### src/rtl/sar_search_ctrl_pkg.sv
// rtl/sar_search_ctrl_pkg.sv - compare codes and FSM encoding for the SAR search engine
package sar_search_ctrl_pkg;

  // One-hot magnitude-compare codes, shared with the comparator blocks.
  localparam logic [2:0] CMP_GT = 3'b100;
  localparam logic [2:0] CMP_EQ = 3'b010;
  localparam logic [2:0] CMP_LT = 3'b001;

  typedef enum logic [1:0] {
    ST_IDLE  = 2'd0,
    ST_PROBE = 2'd1,
    ST_DONE  = 2'd2,
    ST_ERR   = 2'd3
  } state_t;

endpackage

### src/rtl/sar_search_ctrl_step_unit.sv
// rtl/sar_search_ctrl_step_unit.sv - combinational narrowing step of the binary search
module sar_step_unit
  import sar_search_ctrl_pkg::*;
#(
  parameter int W = 8
) (
  input  logic [W:0]   i_lo,
  input  logic [W:0]   i_hi,
  input  logic [2:0]   i_code,
  output logic [W:0]   o_lo,
  output logic [W:0]   o_hi,
  output logic [W-1:0] o_probe,
  output logic         o_eq,
  output logic         o_fault
);

  localparam logic [W:0] LIMIT = {1'b0, {W{1'b1}}};
  localparam logic [W:0] ONE   = {{W{1'b0}}, 1'b1};

  logic [W:0] w_cur;
  logic [W:0] w_nxt;

  assign w_cur = i_lo + ((i_hi - i_lo) >> 1);

  always_comb begin
    o_lo    = i_lo;
    o_hi    = i_hi;
    o_eq    = 1'b0;
    o_fault = 1'b0;
    case (i_code)
      CMP_GT: begin
        if (w_cur == LIMIT) o_fault = 1'b1;
        else                o_lo    = w_cur + ONE;
      end
      CMP_LT: begin
        if (w_cur == '0) o_fault = 1'b1;
        else             o_hi    = w_cur - ONE;
      end
      CMP_EQ:  o_eq    = 1'b1;
      default: o_fault = 1'b1;
    endcase
    // Crossed bounds mean the comparator gave contradictory answers.
    if (!o_eq && !o_fault && (o_lo > o_hi)) o_fault = 1'b1;
  end

  assign w_nxt   = o_lo + ((o_hi - o_lo) >> 1);
  assign o_probe = w_nxt[W-1:0];

endmodule

### src/rtl/sar_search_ctrl.sv
// rtl/sar_search_ctrl.sv - SAR search initiator; SAR_TIMEOUT_EN adds a compare-wait timeout
module sar_search_ctrl
  import sar_search_ctrl_pkg::*;
#(
  parameter int W = 8
`ifdef SAR_TIMEOUT_EN
  ,
  parameter int TIMEOUT = 15
`endif
) (
  input  logic         iClk,
  input  logic         iRst_n,
  input  logic         iStart,
  output logic         oBusy,
  output logic [W-1:0] oProbe,
  output logic         oProbeValid,
  input  logic [2:0]   iCmp,
  input  logic         iCmpValid,
  output logic [W-1:0] oResult,
  output logic [3:0]   oSteps,
  output logic         oDone,
  output logic         oErr
);

  localparam logic [W:0]   LIMIT       = {1'b0, {W{1'b1}}};
  localparam logic [W-1:0] FIRST_PROBE = {1'b0, {(W-1){1'b1}}};

  state_t       r_state;
  state_t       w_state_nxt;
  logic [W:0]   r_lo;
  logic [W:0]   r_hi;
  logic [W:0]   w_lo_nxt;
  logic [W:0]   w_hi_nxt;
  logic [W-1:0] r_probe;
  logic [W-1:0] w_probe_nxt;
  logic [W-1:0] r_result;
  logic [3:0]   r_cnt;
  logic [3:0]   r_steps;
  logic         w_eq;
  logic         w_fault;
  logic         w_start;
  logic         w_hs;

`ifdef SAR_TIMEOUT_EN
  localparam int              WAIT_W    = (TIMEOUT > 1) ? $clog2(TIMEOUT) : 1;
  localparam logic [WAIT_W-1:0] WAIT_LAST = WAIT_W'(TIMEOUT - 1);
  logic [WAIT_W-1:0] r_wait;
  logic              w_expire;
`endif

  sar_step_unit #(.W(W)) u_step (
    .i_lo    (r_lo),
    .i_hi    (r_hi),
    .i_code  (iCmp),
    .o_lo    (w_lo_nxt),
    .o_hi    (w_hi_nxt),
    .o_probe (w_probe_nxt),
    .o_eq    (w_eq),
    .o_fault (w_fault)
  );

  always_ff @(posedge iClk or negedge iRst_n) begin
    if (!iRst_n) r_state <= ST_IDLE;
    else         r_state <= w_state_nxt;
  end

  always_comb begin
    w_state_nxt = r_state;
    w_start     = 1'b0;
    w_hs        = 1'b0;
`ifdef SAR_TIMEOUT_EN
    w_expire    = 1'b0;
`endif
    case (r_state)
      ST_IDLE: begin
        if (iStart) begin
          w_start     = 1'b1;
          w_state_nxt = ST_PROBE;
        end
      end
      ST_PROBE: begin
        if (iCmpValid) begin
          w_hs = 1'b1;
          if (w_fault)   w_state_nxt = ST_ERR;
          else if (w_eq) w_state_nxt = ST_DONE;
        end
`ifdef SAR_TIMEOUT_EN
        else if (r_wait == WAIT_LAST) begin
          w_expire    = 1'b1;
          w_state_nxt = ST_ERR;
        end
`endif
      end
      ST_DONE: w_state_nxt = ST_IDLE;
      ST_ERR:  w_state_nxt = ST_IDLE;
      default: w_state_nxt = ST_IDLE;
    endcase
  end

  always_ff @(posedge iClk or negedge iRst_n) begin
    if (!iRst_n) begin
      r_lo     <= '0;
      r_hi     <= '0;
      r_probe  <= '0;
      r_result <= '0;
      r_cnt    <= '0;
      r_steps  <= '0;
    end else if (w_start) begin
      r_lo    <= '0;
      r_hi    <= LIMIT;
      r_probe <= FIRST_PROBE;
      r_cnt   <= '0;
    end else if (w_hs) begin
      r_cnt <= r_cnt + 4'd1;
      if (w_fault || w_eq) r_steps <= r_cnt + 4'd1;
      if (w_eq) r_result <= r_probe;
      // Bounds only move while the search continues; a failed step leaves them frozen.
      if (!w_fault && !w_eq) begin
        r_lo    <= w_lo_nxt;
        r_hi    <= w_hi_nxt;
        r_probe <= w_probe_nxt;
      end
    end
`ifdef SAR_TIMEOUT_EN
    else if (w_expire) begin
      r_steps <= r_cnt;
    end
`endif
  end

`ifdef SAR_TIMEOUT_EN
  always_ff @(posedge iClk or negedge iRst_n) begin
    if (!iRst_n)                     r_wait <= '0;
    else if (w_start || w_hs)        r_wait <= '0;
    else if (r_state == ST_PROBE)    r_wait <= r_wait + 1'b1;
  end
`endif

  assign oBusy       = (r_state == ST_PROBE);
  assign oProbeValid = (r_state == ST_PROBE);
  assign oDone       = (r_state == ST_DONE);
  assign oErr        = (r_state == ST_ERR);
  assign oProbe      = r_probe;
  assign oResult     = r_result;
  assign oSteps      = r_steps;

endmodule
### config.mk
export PLATFORM = sky130hd
export DESIGN_NAME = sar_search_ctrl
export DESIGN_NICKNAME = d
export VERILOG_FILES = /design/src/rtl/sar_search_ctrl_pkg.sv /design/src/rtl/sar_search_ctrl_step_unit.sv /design/src/rtl/sar_search_ctrl.sv
export SDC_FILE = /design/constraint.sdc
export NUM_CORES = 1
export LEC_CHECK = 0
export ABC_AREA = 0
export BUFFER_PORTS_ARGS = -buffer_cell sky130_fd_sc_hd__buf_2
export CAP_MARGIN = 15
export CORE_ASPECT_RATIO = 1.2
export CORE_MARGIN = 8
export CORE_UTILIZATION = 60
export DETAILED_ROUTE_END_ITERATION = 6
export GPL_TIMING_DRIVEN = 0
export PLACE_DENSITY_LB_ADDON = 0.05
export SKIP_LAST_GASP = 1
export SYNTH_ARGS = -nofsm -noshare
export SYNTH_HDL_FRONTEND = slang
export SYNTH_SLANG_ARGS = --single-unit
### constraint.sdc
create_clock -name iClk -period 14.8 [get_ports iClk]
set_input_delay 2.22 -clock iClk [delete_from_list [all_inputs] [get_ports iClk]]
set_output_delay 2.22 -clock iClk [all_outputs]
set_load 0.01 [all_outputs]
**After elaboration in Yosys (flattened, before gate mapping)**

Cells that the tools add are included.

- Bits of input ports: 7
- Logic and storage cells: 71
- Output and inout bits: 24
- Flip-flop bits (word level): 44

- $add $sub $neg: 7
- Reduce and logical (&&, ||, !) cells: 16
- Mux-type cells: 29
- Order comparisons: 1
- Eq/ne operators: 10
- Bitwise logic cells: 1

Operators by type and width:

| cell | number |
|---|---|
| 9-bit 2-to-1 mux | 10 |
| 8-bit 2-to-1 mux | 3 |
| 9-bit subtractor | 2 |
| 9-bit by 1-bit adder with 9-bit output (second input constant) | 1 |
| 9-bit by 8-bit adder with 9-bit output | 1 |
| 9-bit by 8-bit equality test with 1-bit output (second input constant) | 1 |
| 9-bit > comparator | 1 |
| 9-bit logical NOT | 1 |
| 3-bit AND reduction | 3 |
| 9-bit by 1-bit subtractor with 9-bit output (second input constant) | 1 |
| 8-bit adder | 1 |
| 1-bit 2-to-1 mux | 8 |
| 2-bit 2-to-1 mux | 4 |
| 4-bit 2-to-1 mux | 2 |
| 2-bit one-hot mux with 3 select lines | 1 |
| 4-bit by 1-bit adder with 4-bit output (second input constant) | 1 |
| 2-bit equality test (second input constant) | 2 |
| 2-bit nonzero test | 2 |
| 3-bit by 1-bit equality test with 1-bit output (second input constant) | 1 |
| 3-bit by 2-bit equality test with 1-bit output (second input constant) | 1 |
| 3-bit equality test (second input constant) | 1 |
| 1-bit logical AND | 3 |
| 1-bit logical NOT | 3 |
| 3-bit by 1-bit != test with 1-bit output (second input constant) | 1 |
| other kinds (9) | 9 |

**Logic depth before layout (Yosys ltp)**

Gate-level depths: netlist (run 1).

- Word-level depth: 14
- Depth in mapped cells: 32
- Depth with buffers taken out: 30

**Cells and area by module**

A second synthesis (run 1) with hierarchy kept.

- Cells, all modules: 459
- Area total of the unflattened synthesis: 3910.0 um^2

By module, submodules not included:

| module | instances | seq. area each (um^2) | cells each | area each (um^2) |
|---|---|---|---|---|
| sar_step_unit | 1 | 0.0 | 275 | 1964.4 |
| sar_search_ctrl | 1 | 1101.1 | 184 | 1945.6 |

**Worst setup path before layout (run 1)**

OpenSTA, ideal clock, no wires.

- Path kind: register to register
- Start point: reg r_lo[1]
- End point: reg r_probe[6] (netlist: oProbe[6])
- Cell stages (with the launch flop): 30
- Clock period less this slack: 6.129 ns
- Data arrival time: 6.004 ns
- Setup time: 0.125 ns
- Data required time: 14.675 ns
- Buffers on the path: 1
- Slack: 8.671 ns
- Cells stage by stage: dfrtp_1 inv_1 ha_1 nor2b_1 o21a_1 o21ai_0 a21boi_0 nor2_1 xnor2_1 ha_1 a21o_1 a31o_1 or3_4 and4_1 buf_2 a31oi_2 mux2i_2 xor2_1 ha_1 nor3b_1 a21oi_1 xnor2_1 ha_1 a21oi_2 o21ai_1 a211o_1 a221o_1 a31oi_1 xor2_1 o21ai_1

- Longest elaborated chain between the ends: 13
- Elaborated cells between the ends (all ways): 27
- Classes of those cells: 6 x add/sub; 1 x order compare; 1 x eq/ne; 11 x mux; 8 x reduce/logical

Ends and longest elaborated chain:

| item | RTL line | text |
|---|---|---|
| start: declaration | sar_search_ctrl.sv:30 | `logic [W:0] r_lo;` |
| start signal: assignment | sar_search_ctrl.sv:119 | `r_lo <= w_lo_nxt;` |
| parallel branches: the longest is 13 deep, another holds 9-bit subtractor | - |  |
| end signal: assignment | sar_search_ctrl.sv:121 | `r_probe <= w_probe_nxt;` |
| end: declaration | sar_search_ctrl.sv:34 | `logic [W-1:0] r_probe;` |

Parallel ways; which one is timed is not known. The select of a mux whose other input is x is not followed.
A chain may end at the register's enable or synchronous reset.

**Worst setup path in the final report (run 1)**

- Start point: reg r_lo[1]
- End point: reg r_probe[7] (netlist: oProbe[7])

Same word-level chain as after synthesis.

==> impl_metrics.csv, run 1 <==
group,metric,value,unit
layout,drive_gt1_share,14.2,%
floorplan,die_h,102,um
clock_tree,postCtsResizedCells,0,
layout,nets,502,
logic_synthesis,ys_seq_area_share,29.8,%
pwr,pwr-share-clk,9.7,%
timing,skew,0.00817,ns
logic_synthesis,synthTopCellsByArea,"dfrtp_1, ha_1, o21ai_0, xnor2_1, nand2_1",
layout,syn_to_final_growth,10.1,%
routing,vias_per_cell,5.86,
clock_tree,cts.sinks,44,
layout,antenna-diode-count,0,
layout,final_area,4070,sq um
pwr,p_int,0.000538,W
layout,final_cells,546,
timing,tightest_slew,0.968,ns
clock_tree,clk_latency,0.30,ns
clock_tree,cts_tree,"done",
clock_tree,root_buffer,"clkbuf_8",
pwr,p_comb_share,72.5,%
place,port-buffer-count,30,
pwr,switching_share,49.1,%
layout,num-fill-cells,482,
floorplan,start_util,61.4,%
routing,final_antenna_net_count,0,
routing,drt_iter0_markers,173,
setup_path,crit_path_end_kind,"register",
logic_synthesis,syn-num-nets,465,
pwr,vdd_drop_max,0.156,mV
floorplan,die_w,87.6,um
routing,drc,0,
timing,fmax,144,MHz
timing,period_minus_slack,6.96,ns
routing,dr.pass1.iters,4,
global_route,grt_pass1_wl,14900,um
routing,wl,8970,um
logic_synthesis,synth_ff_type,"dfrtp_1",
logic_synthesis,synth.distinct_cells,59,
timing,drv_slew,0,
setup_path,crit_top_cell,"ha_1",
floorplan,io_pins,31,
routing,wire_per_inst,16.4,um
job,cap_violations,0,
timing,slew_headroom,35.5,%
place,routabilityCongestion,0.915,
logic_synthesis,avgSynthCellArea,8.67,sq um
global_route,antenna_found_initial,0,
logic_synthesis,synth_top_cells_by_count,"nand2_1, dfrtp_1, o21ai_0, ha_1",
place,placedCellCount,538,
timing,period_share,47.0,%
timing,finalSetupViolations,0,
setup_path,critPathSlowestCell,"o21ai_0",
place,place_hpwl,6900,um
routing,vias,3201,
global_route,grt_max_degree,45,
logic_synthesis,synth_top_area_cell,"dfrtp_1",
floorplan,core.rowCount,31,
setup_path,cp-start-kind,"register",
setup_path,worstPathArrival,7.15,ns
pwr,p_seq_share,17.9,%
clock_tree,cts_buffer_depth,2,
setup_path,slowest_delay,0.54,ns
setup_path,critPathMaxFanout,10,
timing,finalHoldViolCount,0,
global_route,grt_pass1_vias,3081,
timing,rsz0062_at_grt,"no",
floorplan,coreArea,6010,sq um
worst_hold_path,hold_path.class,"register to register",
clock_tree,hold_buffers,0,
logic_synthesis,async_flop_share,100,%
clock_tree,cts_made_buffers,5,
place,place_area,3950,sq um
status,status,"completed",
setup_path,required,14.99,ns
pwr,p_leak,1.73,nW
pwr,finalPower,0.00106,W
logic_synthesis,netlist_instances,426,
logic_synthesis,synth-edff-count,0,
global_route,grt_usage,21.1,%
setup_path,path_class,"register to register",
logic_synthesis,synth.most_common_cell,"nand2_1",
clock_tree,clkTransAtPathRegs,0.09,ns
logic_synthesis,ys_seq_elements,44,
logic_synthesis,synth_top_area_share,29.8,%
floorplan,dieArea,8930,sq um
logic_synthesis,syn-cell-area,3690,sq um
clock_tree,postCtsSetupBuffers,0,
pwr,power_density,260,nW/um^2
timing,setup_tns,0,ns
global_route,overflow,0,
logic_synthesis,yosys_warnings,0,
clock_tree,cts_max_level,2,
pwr,p_switching,0.000519,W
==> worst max-delay path, delay by kind of cell (launching register included) <==
family	cells	cell delay [ns]
AO/OA/AOI/OAI	16	3.49
XOR/XNOR	3	0.68
adder cells (fa/ha/maj)	4	1.33
buffers and inverters	2	0.42
flip-flops	1	0.46
AND/OR/NAND/NOR	4	0.44
==> final timing paths <==
path	slack, ns	to	cells after the start	startpoint
setup / recovery	7.84	oProbe[7]	29	r_lo[1]
hold / removal	0.48	oSteps[2]	2	oSteps[2]
setup reg to reg	7.84	oProbe[7]	29	r_lo[1]
hold reg to reg	0.48	oSteps[2]	2	oSteps[2]
max in group asynchronous	12.13	r_lo[1]	1	iRst_n
min in group asynchronous	2.06	oResult[3]	1	iRst_n
==> final cells by class <==
class | count | area [sq um] | area share, %
Buffer | 15 | 72.6 | 1.78
Clock buffer | 6 | 82.6 | 2.03
Clock inverter | 2 | 38.8 | 0.954
Inverter | 24 | 90.1 | 2.21
Multi-Input combinational cell | 343 | 2430 | 59.7
Sequential cell | 44 | 1100 | 27.1
Tap cell | 82 | 103 | 2.52
Timing Repair Buffer | 30 | 150 | 3.69
==> logic make-up (layout without fill, tap and decap cells) <==
logic type | count (synthesis) | in the layout | share of synthesized area (%)
simple gates | 126 | 126 | 16.1
compound gates | 125 | 125 | 22.5
flops | 44 | 44 | 29.8
xor+xnor | 42 | 42 | 10.3
buf+inv | 39 | 77 | 4.40
fa+ha+maj | 32 | 32 | 11.2
mux | 18 | 18 | 5.59
==> stage by stage <==
stage,worst slack (ns),hold slack [ns],util (%)
CTS,7.87,0.486,67.7
finish,7.84,0.479,67.7
floorplan,8.67,0.469,-
global route,7.18,0.511,67.7
global placement,7.99,0.455,65.6
detailed placement,7.92,0.466,65.6
==> layout by cell type (no fill, tap or decap), types with 3 or more instances in the layout <==
cell,instances
nand3_1,15
and2_1,4
nor2b_1,6
mux2_2,11
nor2_1,25
a21o_1,10
o21ai_1,3
a21oi_1,20
inv_1,24
ha_1,30
a31oi_1,7
nand2b_1,4
o31ai_1,6
buf_2,34
mux2i_2,3
a211o_1,3
o21ai_0,44
xnor2_1,25
a211oi_1,4
xor2_1,16
nand2_1,48
nor3_1,12
mux2i_1,3
dfrtp_1,44
clkbuf_1,9
clkbuf_8,6
==> registers in the layout, summed over array words and instances, names as in the netlist <==
name and count:
r_state 2, oResult 8, r_cnt 4, oProbe 8, r_lo 9, r_hi 9, oSteps 4
==> layer usage <==
metal	up-vias	part of all wire (%)	track usage [%]
met1	1524	44	26.8
met4	0	2.5	7.96
met2	69	49	35.3
li1	1590	-	-
met3	18	4.5	2.98
met5	-	0	0
==> power groups by stage <==
stage / sequential (W) / clock (W) / combinational, W
2_1_floorplan: 0.000195 / 0 / 0.000587
3_3_place_gp: 0.000189 / 0 / 0.000741
4_1_cts: 0.000189 / 0.000102 / 0.000762
5_1_grt: 0.000194 / 0.000107 / 0.000850
3_5_place_dp: 0.000191 / 0 / 0.000755
6_report: 0.000189 / 0.000102 / 0.000766
(Power assumes the default switching activity.)
==> run 2: changes to the inputs <==
clock period = 7.09 ns   (was 14.8 ns; I/O delays follow)
==> impl_metrics.csv, run 2 (same netlist as run 1, synthesis figures left out) <==
group,metric,value,unit
status,status,"completed",
global_route,antenna_found_initial,0,
timing,fmax,150,MHz
worst_hold_path,min_from,"oSteps[2]",
pwr,p_leak,1.77,nW
layout,largestRegisters,"r_hi (9), r_lo (9)",
setup_path,crit_top_cell,"ha_1",
routing,vias_per_cell,5.90,
setup_path,critPathMaxFanout,7,
global_route,overflow,0,
global_route,grt_max_degree,45,
floorplan,coreArea,6010,sq um
setup_path,ff2ff_path_depth,28,
floorplan,die_h,102,um
routing,final_antenna_net_count,0,
setup_path,crit_path_end_kind,"register",
timing,rsz0062_at_grt,"no",
layout,mostFrequentLayoutCells,"nand2_1, dfrtp_1, o21ai_0",
setup_path,cp-start-kind,"register",
global_route,grt_pass1_wl,14900,um
setup_path,slowest_delay,0.43,ns
layout,syn_to_final_growth,12.8,%
clock_tree,clk_latency,0.31,ns
floorplan,die_w,87.6,um
timing,worst_slack,0.409,ns
clock_tree,cts.sinks,44,
pwr,p_comb_share,72.9,%
clock_tree,clkTransAtPathRegs,0.10,ns
timing,period_share,94.2,%
timing,setup_tns,0,ns
worst_hold_path,hold_path.class,"register to register",
global_route,grt_usage,21.1,%
timing,finalHoldViolCount,0,
routing,drt_iter0_markers,143,
timing,tightest_slew,0.990,ns
pwr,p_int,0.00114,W
routing,dr.pass1.iters,4,
setup_path,r2r_end,"oProbe[6]",
pwr,pwr-share-clk,9.5,%
routing,drc,0,
pwr,vdd_drop_max,0.333,mV
floorplan,dieArea,8930,sq um
layout,drive_gt1_share,16.8,%
place,dp_slack,0.214,ns
clock_tree,cts_tree,"done",
job,cap_violations,0,
global_route,grt_pass1_vias,3081,
timing,drv_slew,0,
timing,skew,0.00889,ns
setup_path,r2r-start,"r_lo[2]",
timing,period_minus_slack,6.68,ns
routing,vias,3258,
setup_path,startpoint,"r_lo[2]",
floorplan,core.rowCount,31,
layout,num-fill-cells,477,
pwr,p_switching,0.00111,W
setup_path,critPathSlowestCell,"mux2i_1",
routing,wl,9040,um
pwr,p_seq_share,17.6,%
floorplan,start_util,61.4,%
clock_tree,cts_made_buffers,5,
routing,wire_per_inst,16.4,um
setup_path,endpoint,"oProbe[6]",
pwr,power_density,540,nW/um^2
layout,antenna-diode-count,0,
setup_path,worstPathArrival,6.87,ns
layout,mostFrequentLayoutCell,"nand2_1",
clock_tree,cts_buffer_depth,2,
place,port-buffer-count,30,
clock_tree,cts_max_level,2,
pwr,switching_share,49.3,%
setup_path,path_class,"register to register",
clock_tree,root_buffer,"clkbuf_8",
place,routabilityCongestion,0.915,
place,place_hpwl,6900,um
layout,nets,508,
floorplan,io_pins,31,
timing,slew_headroom,34.0,%
setup_path,required,7.28,ns
timing,finalSetupViolations,0,
setup_path,ff2ff_setup_slack,0.41,ns
[run 2: cell count changes in the layout (fill, tap and decap cells not counted), sizes merged]
| cell | before | now |
|---|---|---|
| buf | 36 | 42 |
[run 2: critical path, delay by kind of cell (launching register included)]
family                     cells  cell delay (ns)
AOI/OAI and AO/OA             13             2.80
xor gates and xnor gates       4             0.86
adders and majority gates      4             1.18
buffers and inverters          1             0.09
DFF                            1             0.40
muxes                          1             0.43
and+or+nand+nor                5             0.79
[run 2: how the worst min path moves through the flow]
stage	end	slack, ns	depth (start not counted)
floorplan	r_cnt[3]	0.47	2
global placement	oSteps[2]	0.46	2
detailed placement	oSteps[2]	0.47	2
CTS	oSteps[2]	0.49	2
global route	oSteps[2]	0.51	2
finish	oSteps[2]	0.48	2
[run 2: stage by stage]
step / total power (W) / util (%) / cells / hold slack [ns] / cell area (sq um)
global route: 0.00244 / 69.3 / 552 / 0.511 / 4170
detailed placement: 0.00198 / 65.6 / 538 / 0.466 / 3950
floorplan: 0.00163 / - / 426 / 0.469 / 3690
finish: 0.00225 / 69.3 / 552 / 0.479 / 4170
CTS: 0.00220 / 67.7 / 546 / 0.486 / 4070
global placement: 0.00194 / 65.6 / 538 / 0.455 / 3950
[run 2: layout make-up]
type | instances | area (sq um) | area share, %
clock buffers | 6 | 82.6 | 1.98
multi-input cells | 343 | 2480 | 59.5
well taps | 82 | 103 | 2.46
repair buffers | 36 | 195 | 4.69
clock inverters | 2 | 38.8 | 0.931
inverters | 24 | 90.1 | 2.16
flip-flops and latches | 44 | 1100 | 26.5
plain buffers | 15 | 75.1 | 1.80
[run 2: routing by layer]
metal / global-route usage [%] / wire length [um]
met1: 26.8 / 3990
met2: 35.3 / 4430
met3: 2.98 / 386
met4: 7.96 / 228
met5: 0 / 0
[run 2: power groups by stage]
stage	clock, W	combinational [W]	sequential (W)
6_report	0.000213	0.00164	0.000396
5_1_grt	0.000224	0.00181	0.000407
4_1_cts	0.000214	0.00159	0.000395
3_5_place_dp	0	0.00158	0.000400
3_3_place_gp	0	0.00155	0.000395
2_1_floorplan	0	0.00123	0.000408
[run 2: repair_timing]
action,in CTS,in global routing
endpoints found under the setup margin,0,27
hold buffers,0,0
setup buffers,0,6
resized for setup,0,14
==> run 3: changes to the inputs <==
ABC_AREA = 1   (was 0)
==> impl_metrics.csv, run 3 <==
group,metric,value,unit
logic_synthesis,netlist_instances,529,
timing,slew_headroom,32.9,%
clock_tree,postCtsResizedCells,0,
floorplan,start_util,61.2,%
setup_path,slowest_delay,0.50,ns
logic_synthesis,syn-cell-area,3870,sq um
logic_synthesis,synthTopCellsByArea,"dfrtp_1, nand2_1, ha_1, inv_1, nand3_1",
logic_synthesis,synth-edff-count,0,
layout,num-fill-cells,578,
setup_path,crit_path_end_kind,"register",
worst_hold_path,hold_path.class,"register to register",
logic_synthesis,synth_ff_type,"dfrtp_1",
logic_synthesis,syn-num-nets,568,
timing,finalHoldViolCount,0,
clock_tree,root_buffer,"clkbuf_8",
logic_synthesis,avgSynthCellArea,7.32,sq um
layout,syn_to_final_growth,9.41,%
global_route,grt_usage,20.4,%
timing,setup_tns,0,ns
setup_path,ff2ff_path_depth,37,
setup_path,r2r-start,"r_lo[1]",
floorplan,coreArea,6330,sq um
layout,largestRegisters,"r_hi (9), r_lo (9)",
layout,mostFrequentLayoutCell,"nand2_1",
worst_hold_path,min_from,"oSteps[1]",
logic_synthesis,yosys_warnings,0,
setup_path,required,7.27,ns
floorplan,dieArea,9290,sq um
routing,wire_per_inst,13.9,um
layout,mostFrequentLayoutCells,"nand2_1, inv_1, nand3_1",
routing,final_antenna_net_count,0,
logic_synthesis,synth_top_cells_by_count,"nand2_1, inv_1, nand3_1, dfrtp_1, ha_1",
floorplan,core.rowCount,32,
global_route,grt_pass1_vias,3445,
clock_tree,cts_max_level,2,
status,status,"completed",
global_route,antenna_found_initial,0,
clock_tree,clk_latency,0.29,ns
timing,skew,0.00606,ns
timing,drv_slew,0,
setup_path,ff2ff_setup_slack,0.73,ns
floorplan,io_pins,31,
routing,wl,9050,um
clock_tree,cts_made_buffers,5,
worst_hold_path,whs_path_depth,2,
timing,fmax,157,MHz
logic_synthesis,async_flop_share,100,%
layout,nets,605,
place,place_hpwl,7260,um
logic_synthesis,ys_seq_area_share,28.4,%
worst_hold_path,hold_path_end,"oSteps[1]",
logic_synthesis,ys_seq_elements,44,
clock_tree,clkTransAtPathRegs,0.08,ns
setup_path,critPathMaxFanout,10,
setup_path,cp-start-kind,"register",
clock_tree,cts_tree,"done",
place,routabilityCongestion,0.948,
clock_tree,cts_buffer_depth,2,
routing,vias_per_cell,5.38,
timing,rsz0062_at_grt,"no",
layout,antenna-diode-count,0,
logic_synthesis,synth.most_common_cell,"nand2_1",
timing,finalSetupViolations,0,
routing,vias,3505,
global_route,grt_max_degree,45,
timing,period_share,89.7,%
setup_path,critPathSlowestCell,"dfrtp_1",
clock_tree,postCtsSetupBuffers,0,
clock_tree,cts.sinks,44,
layout,drive_gt1_share,16.0,%
routing,dr.pass1.iters,5,
routing,drc,0,
setup_path,path_class,"register to register",
timing,tightest_slew,0.999,ns
setup_path,r2r_end,"oProbe[7]",
routing,drt_iter0_markers,168,
timing,period_minus_slack,6.36,ns
place,port-buffer-count,30,
logic_synthesis,synth_top_area_cell,"dfrtp_1",
setup_path,crit_top_cell,"nand2_1",
clock_tree,hold_buffers,0,
setup_path,worstPathArrival,6.54,ns
global_route,grt_pass1_wl,15300,um
job,cap_violations,0,
floorplan,die_w,89.3,um
global_route,overflow,0,
floorplan,die_h,104,um
logic_synthesis,synth.distinct_cells,47,
logic_synthesis,synth_top_area_share,28.4,%
-- run 3: changes by cell type in the layout (fill, tap and decap cells not counted), sizes merged, moves of 6 or more --
cell	change
nand4	+6
o21ai	-17
clkbuf	-9
inv	+58
nand3	+37
o22ai	+7
nor2	+6
a31oi	-7
nand2	+96
xnor2	-19
mux2i	-6
a21o	-8
nor2b	-6
-- run 3: kinds of logic (layout without fill, tap and decap cells) --
family          count (synthesis)  after routing  synth area share [%]
xor+xnor                       26             26                  6.08
buf+inv                        89            127                  9.70
mux                             8              8                  2.33
flops                          44             44                  28.4
simple gates                  252            252                  30.0
fa+ha+maj                      32             32                  10.7
compound gates                 78             78                  12.8
-- run 3: through the flow --
stage	hold slack (ns)	std cells	cell area [sq um]	setup WS (ns)	utilization [%]
global route	0.526	652	4240	0.188	67.0
CTS	0.491	652	4240	0.844	67.0
floorplan	0.492	529	3870	1.80	-
global placement	0.464	644	4130	0.972	65.2
finish	0.493	652	4240	0.733	67.0
detailed placement	0.470	644	4130	0.901	65.2
-- run 3: area by class of cell --
| cell class | count | area (sq um) | share of cell area (%) |
|---|---|---|---|
| clock inverters | 2 | 35.0 | 0.827 |
| clock buffers | 6 | 72.6 | 1.71 |
| plain buffers | 7 | 65.1 | 1.54 |
| inverters | 82 | 310 | 7.33 |
| well taps | 85 | 106 | 2.51 |
| flip-flops and latches | 44 | 1100 | 26.0 |
| repair buffers | 30 | 150 | 3.55 |
| multi-input cells | 396 | 2390 | 56.5 |
-- run 3: per-layer routing --
layer | global-route usage, % | wire (um)
met1 | 24.0 | 3980
met5 | 0 | 0
met2 | 36.9 | 4700
met4 | 6.20 | 160
met3 | 1.90 | 208
-- run 3: how the worst max path moves through the flow --
| stage | start | endpoint | cells after the start |
|---|---|---|---|
| 6_report | r_lo[1] | oProbe[7] | 37 |
| 4_1_cts | r_lo[1] | oProbe[7] | 36 |
| 2_1_floorplan | r_lo[1] | oProbe[7] | 37 |
| 3_3_place_gp | r_lo[1] | oProbe[7] | 31 |
| 5_1_grt | r_lo[1] | oProbe[7] | 36 |
| 3_5_place_dp | r_lo[1] | oProbe[7] | 33 |
-- run 3: worst max-delay path: cells and delay by family, from the launching register on --
| family | cells | cell delay (ns) |
|---|---|---|
| adders and majority gates | 4 | 1.24 |
| AOI/OAI and AO/OA | 11 | 2.12 |
| buffers and inverters | 7 | 0.67 |
| and+or+nand+nor | 13 | 1.34 |
| xor gates and xnor gates | 2 | 0.36 |
| DFF | 1 | 0.50 |
Power of run 3 is not shown: default switching activity piles up to over one toggle a cycle in this logic, so the estimate is an artifact.
